File: src/rtl/tmds_symbol_decoder.sv
// -----------------------------------------------------------------------------
// tmds_symbol_decoder
// Receive side of one HDMI TMDS channel. Raw 10-bit words from a 1:10
// deserializer arrive with an arbitrary bit phase. The block slides a 10-bit
// window across two consecutive words until runs of control tokens (sent
// during blanking) show up at a stable offset. It then freezes that offset
// and decodes every aligned symbol.
//
// Parameters
//   CHANNEL       TMDS channel index 0..2; selects the guard-band patterns
//   CTRL_RUN      consecutive control tokens at one offset needed to lock
//   SLIP_TIMEOUT  windows without a control token before the offset slips
//   LOCK_TIMEOUT  windows without a control token before lock is dropped
//
// Ports
//   clk_pixel    in   pixel clock, all logic on the rising edge
//   reset        in   synchronous, active-high
//   word_in      in   10 deserialized bits, bit 0 first on the wire
//   word_valid   in   word_in valid; when low every register holds
//   locked       out  symbol boundary found
//   bit_offset   out  current window offset 0..9
//   sym_valid    out  decoded outputs were updated this cycle
//   symbol       out  aligned raw symbol
//   data         out  video-decoded byte
//   ctrl         out  {c1,c0} when is_ctrl, else 0
//   terc4        out  TERC4 nibble when is_terc4, else 0
//   is_ctrl      out  symbol is one of the four control tokens
//   is_terc4     out  symbol is one of the sixteen TERC4 codes
//   is_video_gb  out  video guard band for this channel
//   is_di_gb     out  data-island guard band (channels 1 and 2 only)
// -----------------------------------------------------------------------------
module tmds_symbol_decoder #(
  parameter int CHANNEL      = 0,
  parameter int CTRL_RUN     = 8,
  parameter int SLIP_TIMEOUT = 2048,
  parameter int LOCK_TIMEOUT = 4096
) (
  input  logic       clk_pixel,
  input  logic       reset,
  input  logic [9:0] word_in,
  input  logic       word_valid,
  output logic       locked,
  output logic [3:0] bit_offset,
  output logic       sym_valid,
  output logic [9:0] symbol,
  output logic [7:0] data,
  output logic [1:0] ctrl,
  output logic [3:0] terc4,
  output logic       is_ctrl,
  output logic       is_terc4,
  output logic       is_video_gb,
  output logic       is_di_gb
);

  localparam int RUN_W  = $clog2(CTRL_RUN + 1);
  localparam int MISS_W = $clog2(SLIP_TIMEOUT + 1);
  localparam int LTO_W  = $clog2(LOCK_TIMEOUT + 1);

  localparam logic [9:0] DI_GB    = 10'b0100110011;
  localparam logic [9:0] VIDEO_GB = (CHANNEL == 1) ? 10'b0100110011 : 10'b1011001100;

  typedef enum logic {SEARCH, LOCKED} state_t;

  state_t              state_q, state_d;
  logic [9:0]          word_prev;
  logic [3:0]          offset_q, offset_d;
  logic [RUN_W-1:0]    run_q, run_d;
  logic [MISS_W-1:0]   miss_q, miss_d;
  logic [LTO_W-1:0]    lto_q, lto_d;

  logic [19:0]         cat;
  logic [9:0]          win;
  logic                win_ctrl_hit;
  logic [1:0]          win_ctrl_code;
  logic                win_terc4_hit;
  logic [3:0]          win_terc4_code;
  logic [7:0]          win_unflipped;
  logic [7:0]          win_data;

  // Offset 0 selects the previous word verbatim; larger offsets borrow the
  // low bits of the current word.
  assign cat = {word_in, word_prev};
  assign win = cat[offset_q +: 10];

  assign locked     = (state_q == LOCKED);
  assign bit_offset = offset_q;

  always_comb begin
    win_ctrl_hit  = 1'b1;
    win_ctrl_code = 2'b00;
    case (win)
      10'b1101010100: win_ctrl_code = 2'b00;
      10'b0010101011: win_ctrl_code = 2'b01;
      10'b0101010100: win_ctrl_code = 2'b10;
      10'b1010101011: win_ctrl_code = 2'b11;
      default:        win_ctrl_hit  = 1'b0;
    endcase
  end

  always_comb begin
    win_terc4_hit  = 1'b1;
    win_terc4_code = 4'h0;
    case (win)
      10'b1010011100: win_terc4_code = 4'h0;
      10'b1001100011: win_terc4_code = 4'h1;
      10'b1011100100: win_terc4_code = 4'h2;
      10'b1011100010: win_terc4_code = 4'h3;
      10'b0101110001: win_terc4_code = 4'h4;
      10'b0100011110: win_terc4_code = 4'h5;
      10'b0110001110: win_terc4_code = 4'h6;
      10'b0100111100: win_terc4_code = 4'h7;
      10'b1011001100: win_terc4_code = 4'h8;
      10'b0100111001: win_terc4_code = 4'h9;
      10'b0110011100: win_terc4_code = 4'hA;
      10'b1011000110: win_terc4_code = 4'hB;
      10'b1010001110: win_terc4_code = 4'hC;
      10'b1001110001: win_terc4_code = 4'hD;
      10'b0101100011: win_terc4_code = 4'hE;
      10'b1011000011: win_terc4_code = 4'hF;
      default:        win_terc4_hit  = 1'b0;
    endcase
  end

  // Video decode: undo the optional DC-balance inversion (bit 9), then undo
  // the XOR/XNOR transition chain selected by bit 8.
  always_comb begin
    win_unflipped = win[9] ? ~win[7:0] : win[7:0];
    win_data      = 8'h00;
    win_data[0]   = win_unflipped[0];
    for (int i = 1; i < 8; i++) begin
      win_data[i] = win[8] ? (win_unflipped[i] ^ win_unflipped[i-1])
                           : ~(win_unflipped[i] ^ win_unflipped[i-1]);
    end
  end

  // Alignment FSM. Only evaluated on valid words; the register block below
  // holds everything otherwise.
  always_comb begin
    state_d  = state_q;
    offset_d = offset_q;
    run_d    = run_q;
    miss_d   = miss_q;
    lto_d    = lto_q;
    case (state_q)
      SEARCH: begin
        if (win_ctrl_hit) begin
          miss_d = '0;
          if (run_q == RUN_W'(CTRL_RUN - 1)) begin
            state_d = LOCKED;
            run_d   = '0;
            lto_d   = '0;
          end else begin
            run_d = run_q + RUN_W'(1);
          end
        end else begin
          run_d = '0;
          if (miss_q == MISS_W'(SLIP_TIMEOUT - 1)) begin
            miss_d   = '0;
            offset_d = (offset_q == 4'd9) ? 4'd0 : offset_q + 4'd1;
          end else begin
            miss_d = miss_q + MISS_W'(1);
          end
        end
      end
      LOCKED: begin
        if (win_ctrl_hit) begin
          lto_d = '0;
        end else if (lto_q == LTO_W'(LOCK_TIMEOUT - 1)) begin
          state_d = SEARCH;
          lto_d   = '0;
          run_d   = '0;
          miss_d  = '0;
        end else begin
          lto_d = lto_q + LTO_W'(1);
        end
      end
      default: state_d = SEARCH;
    endcase
  end

  always_ff @(posedge clk_pixel) begin
    if (reset) begin
      state_q   <= SEARCH;
      offset_q  <= 4'd0;
      run_q     <= '0;
      miss_q    <= '0;
      lto_q     <= '0;
      word_prev <= 10'd0;
    end else if (word_valid) begin
      state_q   <= state_d;
      offset_q  <= offset_d;
      run_q     <= run_d;
      miss_q    <= miss_d;
      lto_q     <= lto_d;
      word_prev <= word_in;
    end
  end

  always_ff @(posedge clk_pixel) begin
    if (reset) begin
      sym_valid   <= 1'b0;
      symbol      <= 10'd0;
      data        <= 8'h00;
      ctrl        <= 2'b00;
      terc4       <= 4'h0;
      is_ctrl     <= 1'b0;
      is_terc4    <= 1'b0;
      is_video_gb <= 1'b0;
      is_di_gb    <= 1'b0;
    end else begin
      sym_valid <= word_valid;
      if (word_valid) begin
        symbol      <= win;
        data        <= win_data;
        ctrl        <= win_ctrl_code;
        terc4       <= win_terc4_code;
        is_ctrl     <= win_ctrl_hit;
        is_terc4    <= win_terc4_hit;
        is_video_gb <= (win == VIDEO_GB);
        is_di_gb    <= (CHANNEL != 0) && (win == DI_GB);
      end
    end
  end

endmodule

File: config.mk
export PLATFORM = sky130hd
export DESIGN_NAME = tmds_symbol_decoder
export DESIGN_NICKNAME = d
export VERILOG_FILES = /design/src/rtl/tmds_symbol_decoder.sv
export SDC_FILE = /design/constraint.sdc
export NUM_CORES = 1
export LEC_CHECK = 0
export CAP_MARGIN = 30
export CORE_ASPECT_RATIO = 0.75
export CORE_MARGIN = 2
export CORE_UTILIZATION = 40
export CTS_CLUSTER_DIAMETER = 50
export DETAILED_ROUTE_END_ITERATION = 8
export GPL_TIMING_DRIVEN = 0
export PLACE_DENSITY_LB_ADDON = 0.25
export SETUP_SLACK_MARGIN = 0.02
export SLEW_MARGIN = 10
export SYNTH_ARGS = -nofsm -noshare
export SYNTH_HDL_FRONTEND = slang
export SYNTH_SLANG_ARGS = --single-unit
File: constraint.sdc
create_clock -name clk_pixel -period 9.07 [get_ports clk_pixel]
set_clock_uncertainty 0.2 [all_clocks]
set_input_delay 1.3605 -clock clk_pixel [delete_from_list [all_inputs] [get_ports clk_pixel]]
set_output_delay 1.3605 -clock clk_pixel [all_outputs]
set_load 0.01 [all_outputs]
# Yosys cells after proc, flatten, opt, wreduce, memory -nomap -nowiden
# Index checks and enable logic that the tools add are counted.
dict set report classes {
  add_sub_neg 4
  n_mul 0
  div 0
  order_cmp 0
  n_eq_ne 28
  shift 1
  muxes 33
  bitwise_logic 17
  reduce_logical 5
}
# cell n
set op_table {}
lappend op_table {{equality test 10 bit (second input constant)} 11}
lappend op_table {{equality test 10 x 9 -> 1 bit (second input constant)} 8}
lappend op_table {{case mux 4 bit (15 select lines)} 1}
lappend op_table {{2-to-1 mux 13 bit} 4}
lappend op_table {{2-to-1 mux 12 bit} 4}
lappend op_table {{case mux 13 bit (2 select lines)} 1}
lappend op_table {{case mux 12 bit (2 select lines)} 1}
lappend op_table {{2-to-1 mux 4 bit} 5}
lappend op_table {{indexed part select 20 x 5 -> 10 bit} 1}
lappend op_table {{OR reduction 16 bit} 1}
lappend op_table {{adder 13 x 1 -> 13 bit (second input constant)} 1}
lappend op_table {{equality test 13 x 12 -> 1 bit (second input constant)} 1}
lappend op_table {{2-to-1 mux 1 bit} 13}
lappend op_table {{adder 12 x 1 -> 12 bit (second input constant)} 1}
lappend op_table {{equality test 12 x 11 -> 1 bit (second input constant)} 1}
lappend op_table {{equality test 10 x 8 -> 1 bit (second input constant)} 1}
lappend op_table {{inverter 1 bit} 9}
lappend op_table {{adder 4 x 1 -> 4 bit (second input constant)} 2}
lappend op_table {{2-to-1 mux 8 bit} 1}
lappend op_table {{inverter 8 bit} 1}
lappend op_table {{case mux 4 bit (2 select lines)} 1}
lappend op_table {{XOR 1 bit} 7}
lappend op_table {{!= test 2 bit (second input constant)} 3}
lappend op_table {{case mux 2 bit (3 select lines)} 1}
lappend op_table {{7 further kinds} 8}
dict set report totals {
  regBits 72
  latch_bits 0
  ramBits 0
  romBits 0
  input_bits 13
  out_inout_bits 34
  elab_cells 102
  mem_count 0
}

# Depth between registers and ports, before layout
dict set report logic_depth {
  depth_word 6
  ltp_mapped 12
  ltp_nobuf 9
}

# Least setup slack after synthesis
# OpenSTA, ideal clock, no wires.
dict set report synth_path {
  path_type {input -> register}
  startpoint {input port word_in[5]}
  endpoint {register run_q[3]}
  arrival_ns 3.596
  slack_ns 5.204
  cell_stages 8
  n_path_buf 0
  path_cell_list {mux4_2 mux2_2 nand2_1 nand2_2 nor4_4 nor2_2 or4b_1 a21oi_1}
}
dict set report synth_via {
  elab_chain_cells 6
}
# element line_no
set synth_lines {}
lappend synth_lines {{from (decl)} 40} ;# input logic [9:0] word_in,
lappend synth_lines {{indexed part select 20 x 5 -> 10 bit *} 83} ;# assign win = cat[offset_q +: 10];
lappend synth_lines {{equality test 10 bit, or another cell as far along} 91} ;# case (win)
lappend synth_lines {{OR reduction 4 bit (no line) *} --}
lappend synth_lines {{2-to-1 mux 1 bit *} 91}
lappend synth_lines {{2-to-1 mux 4 bit / != test 2 bit (equally long branches)} --}
lappend synth_lines {{case mux 4 bit (2 select lines) / AND reduction 3 bit (equally long branches)} --}
lappend synth_lines {{to (signal assigned)} 192} ;# run_q <= run_d;
lappend synth_lines {{to (decl)} 67} ;# logic [RUN_W-1:0] run_q, run_d;
# Every way passes the cells marked *; elsewhere a longest branch is shown, timed or not.
# A chain may end at the register's enable or synchronous reset.

# Worst setup path in the final report
dict set report layout_path {
  startpoint {input port word_in[2]}
  endpoint {register run_q[3]}
}
# The elaborated chain is that of the path after synthesis.

==> reports/metrics.yaml <==
die:
  die_x_um: 127.6
  io_pins: 47
  die-area_um2: 12330
  initial_core_util_pct: 41.54
  core-area_um2: 11020
  rows: 33
  dieHeight_um: 96.67
setup_path:
  crit_fanout: 7
  worstPathRequired_ns: 9.14
  cp.arrival_ns: 4.65
  critical_path_class: "input pin to register"
  start_kind: "input pin"
  critPathCaptureType: "register"
synthesis:
  synth_edf_count: 0
  ys_seq_area_share_pct: 31.48
  ys_seq_elements: 72
  ys_types: 74
  syn_area_per_cell_um2: 8.512
  synthCells: 538
  syn_nets: 554
  synth_ff_type: "dfxtp_1"
  yosysWarningCount: 0
  syn_area_um2: 4579
  synth-async-reset-ratio_pct: 0
timing:
  setup_viol: 0
  rsz0062_at_grt: "false"
  worstMarginPinSlew_ns: 0.9182
  fmax_mhz: 218.0
  drv_slew: 0
  setup_slack_ns: 4.483
  fin_crit_ns: 4.587
  tns_ns: 0
  hold_viol_final: 0
  fin_crit_sh_pct: 50.57
  slew-limit-headroom_pct: 38.78
run_status:
  status: "complete, no violations"
clock_network:
  cts_inserted_buffers: 9
  clock_path_buffers: 2
  htree_levels: 3
  cts_hold_buf: 0
  clock-sinks: 72
  postCtsSetupBuffers: 0
  root_buffer: "clkbuf_16"
  insertion_delay_ns: 0.34
  cts_tree: "done"
  clkSlewWorstSetupHoldPaths_ns: 0.05
  ctsResizeCount: 0
routing:
  drtIter0Drc: 345
  dr_wl_met3_um: 1151
  met2_length_um: 5422
  first_pass_iters: 5
  via_per_inst: 5.907
  vias: 4377
  wl_um: 13220
  highest_layer: "met4"
  drc: 0
  wl_met1_um: 6460
  antenna_left: 0
  post_drt_wl_per_cell_um: 17.84
finish:
  nNetsFinal: 612
  final_common_cell: "dfxtp_1"
  area.growth.synth_to_final_pct: 20.49
  layout-drive-gt1-share_pct: 10.65
  num_antenna_cells: 0
  layout_common_cells: "dfxtp_1 (72), nor2_1 (59), clkdlybuf4s50_1 (45)"
global_route:
  antenna_found_initial: 0
  grt_pass1_vias: 4055
  grt_max_degree: 12
  grt_util_all_layers_pct: 21.74
  grt_pass1_wl_um: 21380
  overflow: 0
power:
  peakVddDrop_mv: 0.08365
  power_leakage_nw: 1.949
  p_int_mw: 0.6014
  power_frac_clock_pct: 45.1
  switching_share_pct: 25.01
  pwr-share-seq_pct: 41.8
  power.switching_mw: 0.2006
  p_per_area_nw_per_um2: 145.3
  pwr-share-comb_pct: 13.1
placement:
  numPortBuffers: 45
  post-dp-hpwl_um: 9647
  preCtsSetupSlack_ns: 4.185
  gp_congestion: 0.9281
run:
  cap_violations: 0
worst_hold_path:
  hp-class: "register to register"
## cells in the mapped netlist, types with 4 or more instances
master / instances / area [um^2]
a211oi_1: 10 / 75.07
a21oi_1: 28 / 140.1
and2_1: 7 / 43.79
and3_1: 8 / 50.05
buf_2: 5 / 25.02
buf_4: 4 / 30.03
clkbuf_1: 21 / 78.83
dfxtp_1: 72 / 1441
inv_1: 15 / 56.30
mux2_2: 5 / 56.30
mux2i_1: 41 / 410.4
mux4_2: 13 / 292.8
nand2_1: 34 / 127.6
nand2b_1: 16 / 100.1
nand3_1: 20 / 100.1
nand3b_1: 4 / 30.03
nand4_1: 5 / 31.28
nand4b_1: 4 / 35.03
nor2_1: 59 / 221.5
nor2b_1: 7 / 43.79
nor3_1: 11 / 55.05
nor4_1: 5 / 31.28
o21ai_0: 21 / 105.1
o21ai_1: 17 / 85.08
o22ai_1: 5 / 31.28
o31ai_1: 4 / 30.03
or2_2: 4 / 25.02
or3_1: 5 / 31.28
xnor2_1: 16 / 140.1
## power by group through the flow
stage	Combinational (mW)	Sequential (mW)	Clock [mW]
6_report	0.105	0.335	0.361
2_1_floorplan	0.0591	0.343	0
3_3_place_gp	0.101	0.341	0
4_1_cts	0.103	0.335	0.368
3_5_place_dp	0.102	0.342	0
5_1_grt	0.113	0.336	0.386
## registers in the layout, indices dropped and copies added, names as in the netlist, 4 cells and up
signal / count
data: 8
terc4: 4
bit_offset: 4
miss_q: 12
word_prev: 10
symbol: 10
run_q: 4
lto_q: 13
## worst max-delay path, stage by stage
cell and delay, ns:
clkdlybuf4s50_1 0.57, mux4_2 0.55, mux2i_1 0.40, o211a_1 0.28, and2_1 0.24, o2111a_1 0.43, nor2_2 0.14, or4b_1 0.52
a21oi_1 0.15
## cell families after synthesis
family,share of synthesized area (%)
and+or+nand+nor,24.07
AOI/OAI and AO/OA,18.25
DFF,31.48
muxes,17.38
buffers and inverters,4.481
xor gates and xnor gates,3.443
adders and majority gates,0.8198
other,0.08189
## per-layer routing
| layer | GRT usage [%] | vias up |
|---|---|---|
| met5 | 0 | - |
| met4 | 5.579 | 0 |
| met3 | 7.909 | 24 |
| met2 | 29.91 | 190 |
| met1 | 31.92 | 2071 |
| li1 | - | 2092 |
## cell type report
cell class	instances	area, um^2
well taps	140	175.2
inverters	17	63.81
clock buffers	13	260.3
flip-flops and latches	72	1441
multi-input cells	417	2933
fillers	1036	5507
repair buffers	47	462.9
plain buffers	32	141.4
clock inverters	3	40.04
## final timing paths
path / from / to / slack (ns) / cells past startpoint
setup / recovery: word_in[2] / run_q[3] / 4.48 / 9
hold / removal: lto_q[12] / lto_q[12] / 0.27 / 1
setup reg to reg: bit_offset[0] / terc4[3] / 5.20 / 9
hold reg to reg: lto_q[12] / lto_q[12] / 0.27 / 1
## stage by stage
step                      power [mW]  util (%)  area, um^2  std cells  hold slack (ns)
final                         0.8019     50.05        5518        741           0.2742
after global routing          0.8352     50.05        5518        741           0.2878
after CTS                     0.8059     49.94        5505        739           0.2766
after detailed placement      0.4439     47.21        5205        723           0.2687
after global placement        0.4425     47.21        5205        723           0.2619
after floorplan               0.4021         -        4579        538           0.2476
Note: power is estimated with default switching activity, not from simulation.
